`config.mk`:
```
export PLATFORM = sky130hd
export DESIGN_NAME = ssd1306_spi_responder
export DESIGN_NICKNAME = d
export VERILOG_FILES = /design/src/rtl/ssd1306_spi_responder.sv
export SDC_FILE = /design/constraint.sdc
export NUM_CORES = 1
export LEC_CHECK = 0
export CAP_MARGIN = 30
export CORE_MARGIN = 1
export CORE_UTILIZATION = 30
export CTS_CLUSTER_SIZE = 28
export DETAILED_ROUTE_END_ITERATION = 10
export MAX_ROUTING_LAYER = met4
export PLACE_DENSITY = 0.52
export SYNTH_ARGS = -nofsm -noshare
export SYNTH_HDL_FRONTEND = slang
export SYNTH_SLANG_ARGS = --single-unit
```
`constraint.sdc`:
```
create_clock -name i_Clk -period 4.77 [get_ports i_Clk]
set_clock_uncertainty 0.1 [all_clocks]
set_input_delay 0.954 -clock i_Clk [delete_from_list [all_inputs] [get_ports i_Clk]]
set_output_delay 0.954 -clock i_Clk [all_outputs]
set_load 0.02 [all_outputs]
```
`src/rtl/ssd1306_spi_responder.sv`:
```
// Device-side model of the SSD1306 4-wire SPI port: oversamples the pins, deserialises bytes,
// decodes the command subset our driver issues and turns GDDRAM data into framebuffer writes.
module ssd1306_spi_responder #(
    parameter int COLS        = 128,
    parameter int PAGES       = 8,
    parameter int SYNC_STAGES = 2,
    localparam int CW = $clog2(COLS),
    localparam int PW = $clog2(PAGES),
    localparam int AW = $clog2(COLS * PAGES)
) (
    input  logic          i_Clk,
    input  logic          i_Rst_L,
    input  logic          i_SPI_Clk,
    input  logic          i_SPI_MOSI,
    input  logic          i_SPI_CS_n,
    input  logic          i_DC,
    input  logic          i_RES_n,
    output logic [7:0]    o_Byte,
    output logic          o_Byte_DV,
    output logic          o_Byte_Is_Data,
    output logic          o_Fb_We,
    output logic [AW-1:0] o_Fb_Addr,
    output logic [7:0]    o_Fb_Data,
    output logic          o_Display_On,
    output logic [7:0]    o_Contrast
);

    // state    | meaning
    // IDLE     | waiting for a command opcode
    // COL_S    | next command byte is column start
    // COL_E    | next command byte is column end
    // PAGE_S   | next command byte is page start
    // PAGE_E   | next command byte is page end
    // CONTRAST | next command byte is contrast value
    // SKIP1    | swallow one argument byte
    // SKIP2    | swallow two argument bytes
    typedef enum logic [2:0] {
        IDLE, COL_S, COL_E, PAGE_S, PAGE_E, CONTRAST, SKIP1, SKIP2
    } parse_state_t;

    localparam logic [CW-1:0] COL_MAX  = CW'(COLS - 1);
    localparam logic [PW-1:0] PAGE_MAX = PW'(PAGES - 1);
    localparam logic [AW-1:0] COLS_W   = AW'(COLS);

    logic [SYNC_STAGES-1:0] sclk_sync, mosi_sync, cs_sync, dc_sync, res_sync;
    logic sclk_s, mosi_s, cs_s, dc_s, res_s;
    logic sclk_prev;
    logic sclk_rise;

    parse_state_t state;
    logic [2:0]    bit_cnt;
    logic [6:0]    shift;
    logic [7:0]    rx_byte;
    logic          rx_dc;
    logic          rx_valid;
    logic [CW-1:0] col_start, col_end, col_ptr;
    logic [PW-1:0] page_start, page_end, page_ptr;
    logic [AW-1:0] wr_addr;

    assign sclk_s    = sclk_sync[SYNC_STAGES-1];
    assign mosi_s    = mosi_sync[SYNC_STAGES-1];
    assign cs_s      = cs_sync[SYNC_STAGES-1];
    assign dc_s      = dc_sync[SYNC_STAGES-1];
    assign res_s     = res_sync[SYNC_STAGES-1];
    assign sclk_rise = sclk_s & ~sclk_prev;
    assign wr_addr   = AW'(page_ptr) * COLS_W + AW'(col_ptr);

    always_ff @(posedge i_Clk or negedge i_Rst_L) begin
        if (!i_Rst_L) begin
            sclk_sync <= '0;
            mosi_sync <= '0;
            cs_sync   <= '1;
            dc_sync   <= '0;
            res_sync  <= '1;
            sclk_prev <= 1'b0;
        end else begin
            sclk_sync <= {sclk_sync[SYNC_STAGES-2:0], i_SPI_Clk};
            mosi_sync <= {mosi_sync[SYNC_STAGES-2:0], i_SPI_MOSI};
            cs_sync   <= {cs_sync[SYNC_STAGES-2:0], i_SPI_CS_n};
            dc_sync   <= {dc_sync[SYNC_STAGES-2:0], i_DC};
            res_sync  <= {res_sync[SYNC_STAGES-2:0], i_RES_n};
            sclk_prev <= sclk_s;
        end
    end

    always_ff @(posedge i_Clk or negedge i_Rst_L) begin
        if (!i_Rst_L) begin
            state          <= IDLE;
            bit_cnt        <= '0;
            shift          <= '0;
            rx_byte        <= '0;
            rx_dc          <= 1'b0;
            rx_valid       <= 1'b0;
            o_Byte         <= '0;
            o_Byte_DV      <= 1'b0;
            o_Byte_Is_Data <= 1'b0;
            o_Fb_We        <= 1'b0;
            o_Fb_Addr      <= '0;
            o_Fb_Data      <= '0;
            o_Display_On   <= 1'b0;
            o_Contrast     <= 8'h7F;
            col_start      <= '0;
            col_end        <= COL_MAX;
            col_ptr        <= '0;
            page_start     <= '0;
            page_end       <= PAGE_MAX;
            page_ptr       <= '0;
        end else if (!res_s) begin
            // RES pin: same state as power-on reset, applied synchronously
            state          <= IDLE;
            bit_cnt        <= '0;
            shift          <= '0;
            rx_byte        <= '0;
            rx_dc          <= 1'b0;
            rx_valid       <= 1'b0;
            o_Byte         <= '0;
            o_Byte_DV      <= 1'b0;
            o_Byte_Is_Data <= 1'b0;
            o_Fb_We        <= 1'b0;
            o_Fb_Addr      <= '0;
            o_Fb_Data      <= '0;
            o_Display_On   <= 1'b0;
            o_Contrast     <= 8'h7F;
            col_start      <= '0;
            col_end        <= COL_MAX;
            col_ptr        <= '0;
            page_start     <= '0;
            page_end       <= PAGE_MAX;
            page_ptr       <= '0;
        end else begin
            o_Byte_DV <= 1'b0;
            o_Fb_We   <= 1'b0;
            rx_valid  <= 1'b0;

            if (cs_s) begin
                bit_cnt <= '0;
            end else if (sclk_rise) begin
                shift   <= {shift[5:0], mosi_s};
                bit_cnt <= bit_cnt + 3'd1;
                if (bit_cnt == 3'd7) begin
                    rx_byte  <= {shift, mosi_s};
                    rx_dc    <= dc_s;
                    rx_valid <= 1'b1;
                end
            end

            if (rx_valid) begin
                o_Byte         <= rx_byte;
                o_Byte_Is_Data <= rx_dc;
                o_Byte_DV      <= 1'b1;
                if (rx_dc) begin
                    // Data always lands in the framebuffer, even if a command was mid-argument
                    state     <= IDLE;
                    o_Fb_We   <= 1'b1;
                    o_Fb_Addr <= wr_addr;
                    o_Fb_Data <= rx_byte;
                    if (col_ptr == col_end || col_ptr == COL_MAX) begin
                        col_ptr <= col_start;
                        if (page_ptr == page_end || page_ptr == PAGE_MAX)
                            page_ptr <= page_start;
                        else
                            page_ptr <= page_ptr + 1'b1;
                    end else begin
                        col_ptr <= col_ptr + 1'b1;
                    end
                end else begin
                    case (state)
                        IDLE: begin
                            case (rx_byte)
                                8'h21: state <= COL_S;
                                8'h22: state <= PAGE_S;
                                8'h81: state <= CONTRAST;
                                8'h20, 8'hA8, 8'hD3, 8'hD5,
                                8'hD9, 8'hDA, 8'hDB, 8'h8D: state <= SKIP1;
                                8'hAE: o_Display_On <= 1'b0;
                                8'hAF: o_Display_On <= 1'b1;
                                default: state <= IDLE;
                            endcase
                        end
                        COL_S: begin
                            col_start <= rx_byte[CW-1:0];
                            state     <= COL_E;
                        end
                        COL_E: begin
                            col_end <= rx_byte[CW-1:0];
                            col_ptr <= col_start;
                            state   <= IDLE;
                        end
                        PAGE_S: begin
                            page_start <= rx_byte[PW-1:0];
                            state      <= PAGE_E;
                        end
                        PAGE_E: begin
                            page_end <= rx_byte[PW-1:0];
                            page_ptr <= page_start;
                            state    <= IDLE;
                        end
                        CONTRAST: begin
                            o_Contrast <= rx_byte;
                            state      <= IDLE;
                        end
                        SKIP1:   state <= IDLE;
                        SKIP2:   state <= SKIP1;
                        default: state <= IDLE;
                    endcase
                end
            end
        end
    end

endmodule
```
==> results of run 1 <==
[per-stage QoR]
step	setup slack [ns]	power [W]	utilization [%]	cells
final	2.217	0.001661	36.06	723
after floorplan	2.888	0.0009379	-	482
after detailed placement	2.379	0.0009693	34.08	706
after global routing	2.110	0.001728	36.06	723
after global placement	2.422	0.0009672	34.08	706
after CTS	2.190	0.001691	35.88	722
[metal layers]
metal / up-vias / share of wire [%] / track usage, % / routed length, microns
li1: 1710 / - / - / -
met1: 1748 / 46 / 19.16 / 5190
met2: 63 / 48 / 23.21 / 5364
met3: 25 / 3.4 / 3.840 / 384
met4: 0 / 2.3 / 5.813 / 261
met5: - / 0 / - / 0
[cells in the final DEF (no fill, tap or decap), types with 5 or more instances in the layout]
| master | n |
|---|---|
| sky130_fd_sc_hd__dfrtp_1 | 81 |
| sky130_fd_sc_hd__nand2_1 | 77 |
| sky130_fd_sc_hd__clkdlybuf4s50_1 | 43 |
| sky130_fd_sc_hd__nor2_1 | 30 |
| sky130_fd_sc_hd__a21boi_0 | 28 |
| sky130_fd_sc_hd__nor2b_1 | 21 |
| sky130_fd_sc_hd__dfstp_2 | 21 |
| sky130_fd_sc_hd__nand3_1 | 17 |
| sky130_fd_sc_hd__inv_1 | 13 |
| sky130_fd_sc_hd__o21ai_0 | 13 |
| sky130_fd_sc_hd__mux2i_1 | 12 |
| sky130_fd_sc_hd__o211ai_1 | 12 |
| sky130_fd_sc_hd__a21oi_1 | 11 |
| sky130_fd_sc_hd__xnor2_1 | 10 |
| sky130_fd_sc_hd__clkbuf_16 | 9 |
| sky130_fd_sc_hd__a22o_1 | 8 |
| sky130_fd_sc_hd__a31oi_1 | 7 |
| sky130_fd_sc_hd__nand4_1 | 7 |
| sky130_fd_sc_hd__nor3_1 | 6 |
| sky130_fd_sc_hd__and3_1 | 5 |
| sky130_fd_sc_hd__o21ai_1 | 5 |
| sky130_fd_sc_hd__ha_1 | 5 |
[area by class of cell]
type / count / area, sq um
fill: 1585 / 10120
multi-input combinational: 328 / 2039
inverter: 14 / 52.55
sequential: 102 / 2579
tap: 216 / 270.3
timing repair buffer: 47 / 480.5
clock buffer: 9 / 225.2
clock inverter: 7 / 60.06
[synthesized netlist by cell type (6+ instances only)]
cell,number
sky130_fd_sc_hd__mux2i_1,12
sky130_fd_sc_hd__a22o_1,8
sky130_fd_sc_hd__nand2_1,77
sky130_fd_sc_hd__nor3_1,6
sky130_fd_sc_hd__o211ai_1,12
sky130_fd_sc_hd__nor2_1,30
sky130_fd_sc_hd__nor2b_1,21
sky130_fd_sc_hd__a21oi_1,11
sky130_fd_sc_hd__inv_1,13
sky130_fd_sc_hd__a31oi_1,7
sky130_fd_sc_hd__xnor2_1,10
sky130_fd_sc_hd__a21boi_0,28
sky130_fd_sc_hd__nand4_1,7
sky130_fd_sc_hd__clkbuf_1,17
sky130_fd_sc_hd__buf_2,18
sky130_fd_sc_hd__dfstp_2,21
sky130_fd_sc_hd__dfrtp_1,81
sky130_fd_sc_hd__nand3_1,17
sky130_fd_sc_hd__o21ai_0,13
[power groups by stage]
stage	Clock, W	Combinational [W]	Sequential (W)
floorplan	0	0.0000356	0.000902
global placement	0	0.0000571	0.000910
detailed placement	0	0.0000588	0.000911
CTS	0.000738	0.0000588	0.000894
global route	0.000764	0.0000680	0.000896
finish	0.000708	0.0000596	0.000894
[cell families (layout without fill, tap and decap cells)]
kind of cell               after synthesis  after routing  synth area share, %
muxes                                   14             14                2.943
DFF                                    102            102                53.20
and+or+nand+nor                        186            186                18.74
adders and majority gates                6              6                1.497
xor gates and xnor gates                13             13                2.349
AOI/OAI and AO/OA                      109            109                16.55
buffers and inverters                   52             77                4.724
[worst register-to-register path, stage by stage, from the launching register on]
cell and delay (ns):
sky130_fd_sc_hd__dfrtp_1 0.47, sky130_fd_sc_hd__ha_1 0.24, sky130_fd_sc_hd__and3_1 0.19, sky130_fd_sc_hd__nand4_1 0.49, sky130_fd_sc_hd__inv_1 0.27, sky130_fd_sc_hd__nor2_1 0.17
sky130_fd_sc_hd__a311o_1 0.38
[how the worst max path moves through the flow]
stage | startpoint | endpoint | slack, ns | cells past startpoint
6_report | o_Contrast[6] | o_Contrast[6] | 2.22 | 1
5_1_grt | rx_valid | page_ptr[0] | 2.11 | 5
4_1_cts | o_Contrast[6] | o_Contrast[6] | 2.19 | 1
3_5_place_dp | res_sync[1] | col_ptr[6] | 2.38 | 4
3_3_place_gp | res_sync[1] | col_ptr[6] | 2.42 | 4
2_1_floorplan | page_ptr[0] | page_ptr[1] | 2.89 | 6
[flip-flops by register name, summed over array words and instances, names as in the netlist, 3 cells and up]
name and flops:
o_Fb_Addr 10, o_Byte 8, o_Contrast 8, o_Fb_Data 8, rx_byte 8, col_end 7, col_ptr 7, col_start 7
shift 7, bit_cnt 3, page_end 3, page_ptr 3, page_start 3, state 3
==> impl_summary.txt, run 1 <==
----------------------------------------------------
[Status]
  Status ... complete, no violations

[STA]
  Final clock period utilization by the worst path ... 53.52%
  Actual slew at the worst max-slew pin ... 0.7048 ns
  Hold Fails Final Rpt ... 0
  Final hold slack ... 0.2538 ns
  Setup violations, final ... 0
  Shortest clock period the worst path allows after layout ... 2.553 ns
  Final TNS setup ... 0 ns
  Max Slew Vio Count ... 0
  Setup repair after global routing missed its margin ... false
  Headroom to the max-slew limit ... 52.90%
  FMAX ... 0.3917 GHz

[Place]
  Cell Area, Placed ... 5394 sq um
  DP HPWL ... 7536 microns
  Global placer's final weighted congestion ... 0.8951
  I/O Buffers ... 44

[Logic synthesis]
  Synthesis Warnings ... 0
  Number of flops mapped to enable cells by yosys ... 0
  Average size of a mapped cell ... 10.06 sq um
  Synth Net Count ... 494
  Portion of synthesized cell area occupied by the leading cell type ... 41.82%
  Portion of the post-synthesis area used by sequential elements ... 53.20%
  Most area-hungry cell type in the Yosys netlist ... sky130_fd_sc_hd__dfrtp_1
  Share of synthesized registers carrying an async set or reset ... 100.0%
  Largest cells by area after synthesis ... sky130_fd_sc_hd__dfrtp_1 (42%), sky130_fd_sc_hd__dfstp_2 (11%), sky130_fd_sc_hd__nand2_1 (6.0%)
  Count of unique library cells instantiated by Yosys ... 60
  Cell area after synthesis ... 4847 sq um
  Top FF cell, synth ... sky130_fd_sc_hd__dfrtp_1
  Post-synthesis sequential element count ... 102
  Synthesized netlist cell count ... 482

[GRT]
  Number of global-route vias before repair ... 3,490
  Number of antenna violations at the first check in global routing ... 0
  Global Route Usage Sum ... 15.14%
  Maximum number of pins on one net before global-route repair ... 76
  Overflow left after global routing ... 0
  Global-route wire length before repair ... 18,770 microns

[Clocking]
  Clock tree sinks ... 102
  Depth of the CTS H-tree ... 3
  Insertion delay to the later sink of the worst-skew pair ... 0.36 ns
  Buffer count from post-CTS setup fixing ... 0
  Clock tree from TritonCTS ... yes
  CTS max path bufs ... 2
  Cell at the root of the clock tree ... sky130_fd_sc_hd__clkbuf_16
  Reg clk slew, reported paths ... 0.07 ns
  Post-cts sizing count ... 0
  CTS Buf Count ... 9
  Cts hold-fix bufs ... 0

[Critical path]
  Crit path buffers/inverters ... 1
  Reg-to-reg critical path endpoint ... col_ptr[1]
  CP max stage delay ... 0.60 ns
  Worst setup path category ... flip-flop to primary output
  Number of cells on the worst reg-to-reg path ... 6
  Required time at the worst-slack endpoint ... 3.72 ns
  Library cell contributing the largest single delay on the critical path ... sky130_fd_sc_hd__clkdlybuf4s50_1
  CP delay by family, top ... buffers and inverters
  Element type at the critical path start ... flip-flop
  Cells along the critical path ... clkdlybuf4s50_1
  Worst R2R Start ... col_ptr[0]
  Max FO, Critical Path ... 2
  CP endpoint kind ... primary output
  Worst endpoint data arrival time ... 1.50 ns
  Reg2reg setup slack ... 2.34 ns

[Pwr]
  Cell Int Power ... 0.001264 W
  Net switching power ... 0.0003970 W
  Leakage ... 2.311 nW
  Power per cell area ... 291.1 nW/um^2
  Net switching fraction of the power ... 23.90%
  Clock network fraction of design power ... 42.6%
  Combinational power share ... 3.6%
  Maximum vdd ir drop ... 0.0001883 V
  Proportion of power drawn by flip-flops and latches ... 53.8%

[Flow run]
  Number of max-cap violations ... 0

[Routing]
  Total wire length after detailed routing ... 11,200 microns
  Average wire length per cell after detail routing ... 15.49 microns
  Number of routed nets with antenna violations ... 0
  Violation count after the first detailed-route iteration ... 266
  Number of DRC violations after detailed routing ... 0
  Number of optimization iterations in the first detailed-route pass ... 4
  Total vias in the final route ... 3,546
  Via density per instance ... 4.905

[Floorplan]
  Overall die area ... 16,670 sq um
  Standard cell core area ... 15,830 sq um
  Initial Utilization ... 30.62%
  IO Pins ... 45
  Placement row count ... 46
  Die Y-Extent ... 129.1 microns
  Die width ... 129.1 microns

[Final layout]
  Layout cells sized above 1 ... 10.65%
  NumNets Final ... 514
  ANT cells ... 0
  Area grow syn2layout ... 17.73%
  Non-Filler Cell Area, Final ... 5707 sq um

[Worst hold path]
  Worst Min Path Start ... res_sync[0]
  End of the worst hold path ... res_sync[1]
  Hold Path Cell Cnt ... 0
  Hold/Removal Path Class ... flip-flop to flip-flop

----------------------------------------------------
No activity file was read; power rests on OpenSTA's default activity.
==> run 2: changes to the inputs <==
Clock period 4.77 ns to 2.7 ns, I/O delays scaled along.
==> impl_summary.txt, run 2 (synthesized netlist as in run 1, its figures left out) <==
----------------------------------------------------
[Status]
  Status ... complete, no violations

[Final layout]
  Layout cells sized above 1 ... 11.11% (+0.46 points)
  Register containing the most flip-flops in the final layout ... o_Fb_Addr
  Most frequent standard cell in the layout excluding fill and tap cells ... sky130_fd_sc_hd__dfrtp_1
  Number of flip-flops under the largest register name ... 10 (unchanged)
  FILL cells ... 1,586 (+0.063%)
  Most used cells in the layout excluding fill and tap cells ... sky130_fd_sc_hd__dfrtp_1 (81), sky130_fd_sc_hd__nand2_1 (77), sky130_fd_sc_hd__clkdlybuf4s50_1 (43), sky130_fd_sc_hd__nor2_1 (30), sky130_fd_sc_hd__a21boi_0 (28)
  NumNets Final ... 520 (+1.2%)
  Post-layout util ... 36.49% (+0.43 points)
  ANT cells ... 0 (unchanged)
  Area grow syn2layout ... 19.15%

[Critical path]
  CP delay by family, top ... buffers and inverters
  Worst endpoint data arrival time ... 1.49 ns (about the same)
  Element type at the critical path start ... flip-flop
  Worst R2R Start ... page_ptr[0]
  Library cell contributing the largest single delay on the critical path ... sky130_fd_sc_hd__clkdlybuf4s50_1
  CP endpoint kind ... primary output
  Crit path buffers/inverters ... 1 (unchanged)
  Cells along the critical path ... clkdlybuf4s50_1
  CP max stage delay ... 0.60 ns (about the same)
  Required time at the worst-slack endpoint ... 2.06 ns (-1.66 ns)
  Worst setup path category ... flip-flop to primary output
  Startpoint of the most critical setup path ... o_Contrast[5]
  Max FO, Critical Path ... 2 (unchanged)

[Floorplan]
  Die width ... 129.1 microns (unchanged)
  IO Pins ... 45 (unchanged)
  Placement row count ... 46 (unchanged)
  Die Y-Extent ... 129.1 microns (unchanged)
  Standard cell core area ... 15,830 sq um (unchanged)
  Overall die area ... 16,670 sq um (unchanged)
  Initial Utilization ... 30.62% (unchanged)

[Clocking]
  Cts hold-fix bufs ... 0 (unchanged)
  Depth of the CTS H-tree ... 3 (unchanged)
  Cell at the root of the clock tree ... sky130_fd_sc_hd__clkbuf_16
  CTS Buf Count ... 9 (unchanged)
  Insertion delay to the later sink of the worst-skew pair ... 0.35 ns (about the same)
  Clock tree sinks ... 102 (unchanged)
  Buffer count from post-CTS setup fixing ... 0 (unchanged)
  Clock tree from TritonCTS ... yes
  Post-cts sizing count ... 0 (unchanged)
  CTS max path bufs ... 2 (unchanged)
  Reg clk slew, reported paths ... 0.07 ns (about the same)

[Routing]
  Average wire length per cell after detail routing ... 16.07 microns (+3.7%)
  Number of DRC violations after detailed routing ... 0 (unchanged)
  Via density per instance ... 4.875 (-0.60%)
  Total wire length after detailed routing ... 11,710 microns (+4.6%)
  Total vias in the final route ... 3,554 (+0.23%)
  Number of routed nets with antenna violations ... 0 (unchanged)
  Number of optimization iterations in the first detailed-route pass ... 5 (+1)
  Violation count after the first detailed-route iteration ... 236 (-11%)

[Pwr]
  Power per cell area ... 520.1 nW/um^2 (+79%)
  Overall power ... 0.003004 W (+81%)
  Clock network fraction of design power ... 43.7% (+1.1 points)
  Leakage ... 2.350 nW (+1.7%)
  Proportion of power drawn by flip-flops and latches ... 52.5% (-1.3 points)
  Maximum vdd ir drop ... 0.0003610 V (+92%)
  Combinational power share ... 3.8% (+0.2 points)
  Net switching fraction of the power ... 22.53% (-1.4 points)
  Cell Int Power ... 0.002327 W (+84%)
  Net switching power ... 0.0006767 W (+70%)

[Place]
  DP HPWL ... 8043 microns (+6.7%)
  I/O Buffers ... 44 (unchanged)
  Global placer's final weighted congestion ... 0.8234 (-8.0%)
  Post-place setup slack ... 0.6748 ns (-1.704 ns)

[Worst hold path]
  Hold/Removal Path Class ... input port to async pin

[STA]
  FMAX ... 0.4690 GHz
  Setup repair after global routing missed its margin ... false
  Final setup slack of the worst path ... 0.5678 ns (-1.649 ns)
  Actual slew at the worst max-slew pin ... 0.7052 ns (+0.0003880 ns)
  Headroom to the max-slew limit ... 52.99% (+0.088 points)
  Final clock period utilization by the worst path ... 78.97%
  Shortest clock period the worst path allows after layout ... 2.132 ns
  Final TNS setup ... 0 ns (unchanged)
  Max Slew Vio Count ... 0 (unchanged)
  Hold Fails Final Rpt ... 0 (unchanged)
  Setup violations, final ... 0 (unchanged)

[GRT]
  Global Route Usage Sum ... 15.78% (+0.64 points)
  Number of antenna violations at the first check in global routing ... 0 (unchanged)
  Maximum number of pins on one net before global-route repair ... 57 (-25%)
  Overflow left after global routing ... 0 (unchanged)
  Number of global-route vias before repair ... 3,524 (+0.97%)
  Global-route wire length before repair ... 19,350 microns (+3.1%)

[Flow run]
  Number of max-cap violations ... 0 (unchanged)

----------------------------------------------------
==> run 2: path summary, 6_finish.rpt <==
path,end,slack [ns],cells after the start
setup reg to reg,page_ptr[1],0.67,6
hold reg to reg,mosi_sync[1],0.26,0
hold / removal,o_Fb_Addr[6],0.14,1
setup / recovery,o_Contrast[5],0.57,1
max in group asynchronous,cs_sync[1],1.68,2
min in group i_Clk,mosi_sync[1],0.26,0
==> run 2: per-stage QoR <==
step | instances | cell area, sq um | hold slack [ns]
after floorplan | 482 | 4847 | 0.1444
after global placement | 713 | 5484 | 0.2416
after detailed placement | 713 | 5484 | 0.2357
after CTS | 729 | 5776 | 0.1627
after global routing | 729 | 5776 | 0.1842
final | 729 | 5776 | 0.1368
==> run 2: area by class of cell <==
| class | instances | area (sq um) | share of cell area (%) |
|---|---|---|---|
| flip-flops and latches | 102 | 2579 | 44.65 |
| multi-input cells | 328 | 2039 | 35.31 |
| repair buffers | 53 | 543.0 | 9.402 |
| well taps | 216 | 270.3 | 4.679 |
| clock buffers | 11 | 232.7 | 4.029 |
| clock inverters | 5 | 58.81 | 1.018 |
| inverters | 14 | 52.55 | 0.9099 |
==> run 2: power by group through the flow <==
stage | clock network [W] | registers (W) | logic (W)
floorplan | 0 | 0.00159 | 0.0000629
global placement | 0 | 0.00160 | 0.000117
detailed placement | 0 | 0.00160 | 0.000118
CTS | 0.00136 | 0.00158 | 0.000118
global route | 0.00143 | 0.00158 | 0.000130
finish | 0.00131 | 0.00158 | 0.000115
==> run 2: routing by layer <==
layer / share of wire, % / track usage (%)
met3: 3.0 / 3.757
met1: 48 / 20.05
met2: 48 / 25.05
met4: 1.1 / 4.360
met5: 0 / -
==> run 3: changes to the inputs <==
Clock period 2.7 ns to 2 ns, I/O delays scaled along.
==> impl_summary.txt, run 3 (synthesized netlist as in run 1, its figures left out) <==
----------------------------------------------------
[Status]
  Status ... complete, no violations

[GRT]
  Number of global-route vias before repair ... 3,763 (+6.8%)
  Met3 track utilization from global routing ... 4.005% (+0.25 points)
  Global Route Usage Sum ... 16.06% (+0.29 points)
  Number of antenna violations at the first check in global routing ... 0 (unchanged)
  Maximum number of pins on one net before global-route repair ... 85 (+49%)
  GR Util met1 ... 19.81% (-0.24 points)
  Most used routing layer ... met2
  Global-route wire length before repair ... 19,910 microns (+2.9%)
  Grt met2 use ... 25.90% (+0.85 points)
  Overflow left after global routing ... 0 (unchanged)

[Place]
  I/O Buffers ... 44 (unchanged)
  Global placer's final weighted congestion ... 0.8153 (-0.98%)
  DP HPWL ... 8233 microns (+2.4%)
  Post-place setup slack ... -0.004853 ns (-0.6796 ns)

[Clocking]
  CTS max path bufs ... 2 (unchanged)
  Clock tree sinks ... 102 (unchanged)
  Depth of the CTS H-tree ... 3 (unchanged)
  CTS Buf Count ... 9 (unchanged)
  Insertion delay to the later sink of the worst-skew pair ... 0.35 ns (about the same)
  Reg clk slew, reported paths ... 0.07 ns (about the same)
  Cell at the root of the clock tree ... sky130_fd_sc_hd__clkbuf_16
  Clock tree from TritonCTS ... yes

[STA]
  Final clock period utilization by the worst path ... 95.44%
  Final hold slack ... 0.2493 ns (+0.1124 ns)
  Headroom to the max-slew limit ... 62.41% (+9.4 points)
  Setup violations, final ... 0 (unchanged)
  Actual slew at the worst max-slew pin ... 0.5639 ns (-0.1413 ns)
  Setup repair after global routing missed its margin ... false
  Shortest clock period the worst path allows after layout ... 1.909 ns
  FMAX ... 0.5239 GHz
  Hold Fails Final Rpt ... 0 (unchanged)
  Final TNS setup ... 0 ns (unchanged)
  Max Slew Vio Count ... 0 (unchanged)
  Final setup slack of the worst path ... 0.09115 ns (-0.4767 ns)

[Final layout]
  Most used cells in the layout excluding fill and tap cells ... sky130_fd_sc_hd__dfrtp_1 (81), sky130_fd_sc_hd__nand2_1 (77), sky130_fd_sc_hd__clkdlybuf4s50_1 (36), sky130_fd_sc_hd__buf_4 (30), sky130_fd_sc_hd__nor2_1 (29)
  Most frequent standard cell in the layout excluding fill and tap cells ... sky130_fd_sc_hd__dfrtp_1
  Post-layout util ... 37.98% (+1.5 points)
  ANT cells ... 0 (unchanged)
  NumNets Final ... 545 (+4.8%)
  Layout cells sized above 1 ... 15.43% (+4.3 points)
  Area grow syn2layout ... 24.01%
  Register containing the most flip-flops in the final layout ... o_Fb_Addr
  Number of flip-flops under the largest register name ... 10 (unchanged)

[Pwr]
  Net switching power ... 0.0009106 W (+35%)
  Combinational power share ... 3.9% (about the same)
  Leakage ... 2.481 nW (+5.6%)
  Overall power ... 0.004180 W (+39%)
  Maximum vdd ir drop ... 0.0004266 V (+18%)
  Power per cell area ... 695.4 nW/um^2 (+34%)
  Cell Int Power ... 0.003269 W (+40%)
  Proportion of power drawn by flip-flops and latches ... 50.8% (-1.7 points)
  Clock network fraction of design power ... 45.3% (+1.6 points)
  Net switching fraction of the power ... 21.79% (-0.74 points)

[Floorplan]
  Overall die area ... 16,670 sq um (unchanged)
  Initial Utilization ... 30.62% (unchanged)
  Standard cell core area ... 15,830 sq um (unchanged)
  IO Pins ... 45 (unchanged)
  Placement row count ... 46 (unchanged)
  Die Y-Extent ... 129.1 microns (unchanged)
  Die width ... 129.1 microns (unchanged)

[Routing]
  Total vias in the final route ... 3,651 (+2.7%)
  Via density per instance ... 4.842 (-0.68%)
  Number of DRC violations after detailed routing ... 0 (unchanged)
  Total wire length after detailed routing ... 11,850 microns (+1.1%)
  Average wire length per cell after detail routing ... 15.71 microns (-2.2%)
  Number of optimization iterations in the first detailed-route pass ... 4 (-1)
  Number of routed nets with antenna violations ... 0 (unchanged)
  Violation count after the first detailed-route iteration ... 222 (-5.9%)

[Worst hold path]
  Worst Min Path Start ... sclk_sync[0]
  Hold/Removal Path Class ... flip-flop to flip-flop

[Critical path]
  Required time at the worst-slack endpoint ... 2.13 ns (+0.07 ns)
  Startpoint of the most critical setup path ... page_ptr[0]
  Element type at the critical path start ... flip-flop
  Worst R2R Start ... page_ptr[0]
  CP endpoint kind ... flip-flop
  Worst setup path category ... flip-flop to flip-flop
  Worst endpoint data arrival time ... 2.04 ns (+0.55 ns)
  Max FO, Critical Path ... 3 (+1)

[Flow run]
  Number of max-cap violations ... 0 (unchanged)

----------------------------------------------------
run 3: cell count changes in the layout (fill, tap and decap cells not counted), sizes merged:
cell,before,now
dlymetal6s2s,0,1
bufinv,1,2
buf,10,34
inv,16,15
dlygate4sd3,0,1
clkdlybuf4s50,43,36
dlygate4sd2,0,6
run 3: cell type report:
type                    count  area (sq um)
clock buffers              11         232.7
clock inverters             5         82.58
fillers                  1598          9817
inverters                  14         52.55
multi-input cells         328          2053
flip-flops and latches    102          2579
well taps                 216         270.3
repair buffers             78         740.7
run 3: power by group through the flow:
stage / Clock, W / Sequential, W / Combinational, W
floorplan: 0 / 0.00215 / 0.0000849
global placement: 0 / 0.00216 / 0.000165
detailed placement: 0 / 0.00216 / 0.000168
CTS: 0.00195 / 0.00212 / 0.000170
global route: 0.00204 / 0.00213 / 0.000187
finish: 0.00189 / 0.00212 / 0.000164
run 3: path summary, 6_finish.rpt:
path	cells after the start	to	slack [ns]
max in group asynchronous	3	cs_sync[1]	0.72
worst max-delay path	6	page_ptr[1]	0.09
worst min register to register	0	sclk_sync[1]	0.25
worst max register to register	6	page_ptr[1]	0.09
worst min-delay path	0	sclk_sync[1]	0.25
min in group asynchronous	2	o_Fb_Addr[8]	0.43
run 3: per-stage QoR:
stage	cell area [sq um]	std cells
finish	6011	754
global route	6011	754
CTS	5998	753
detailed placement	5669	736
global placement	5669	736
floorplan	4847	482
run 3: timing repair:
item                       CTS  global route
gates cloned                 0             0
buffers inserted             0             1
setup endpoints to repair    7            10
pin swaps                    0             1
hold endpoints to repair    22             0
resized for setup            7             2
hold buffers                 1             0
run 3: metal layers:
| layer | vias to the layer above | part of all wire (%) |
|---|---|---|
| li1 | 1759 | - |
| met1 | 1806 | 46 |
| met2 | 66 | 49 |
| met3 | 20 | 3.6 |
| met4 | 0 | 1.6 |
| met5 | - | 0 |
run 3: critical path: stages, from the launching register on:
cell and delay (ns):
sky130_fd_sc_hd__dfrtp_1 0.39, sky130_fd_sc_hd__ha_1 0.20, sky130_fd_sc_hd__ha_1 0.21, sky130_fd_sc_hd__a311oi_4 0.28, sky130_fd_sc_hd__mux2_1 0.39, sky130_fd_sc_hd__o2111ai_1 0.13
sky130_fd_sc_hd__nand3_1 0.10
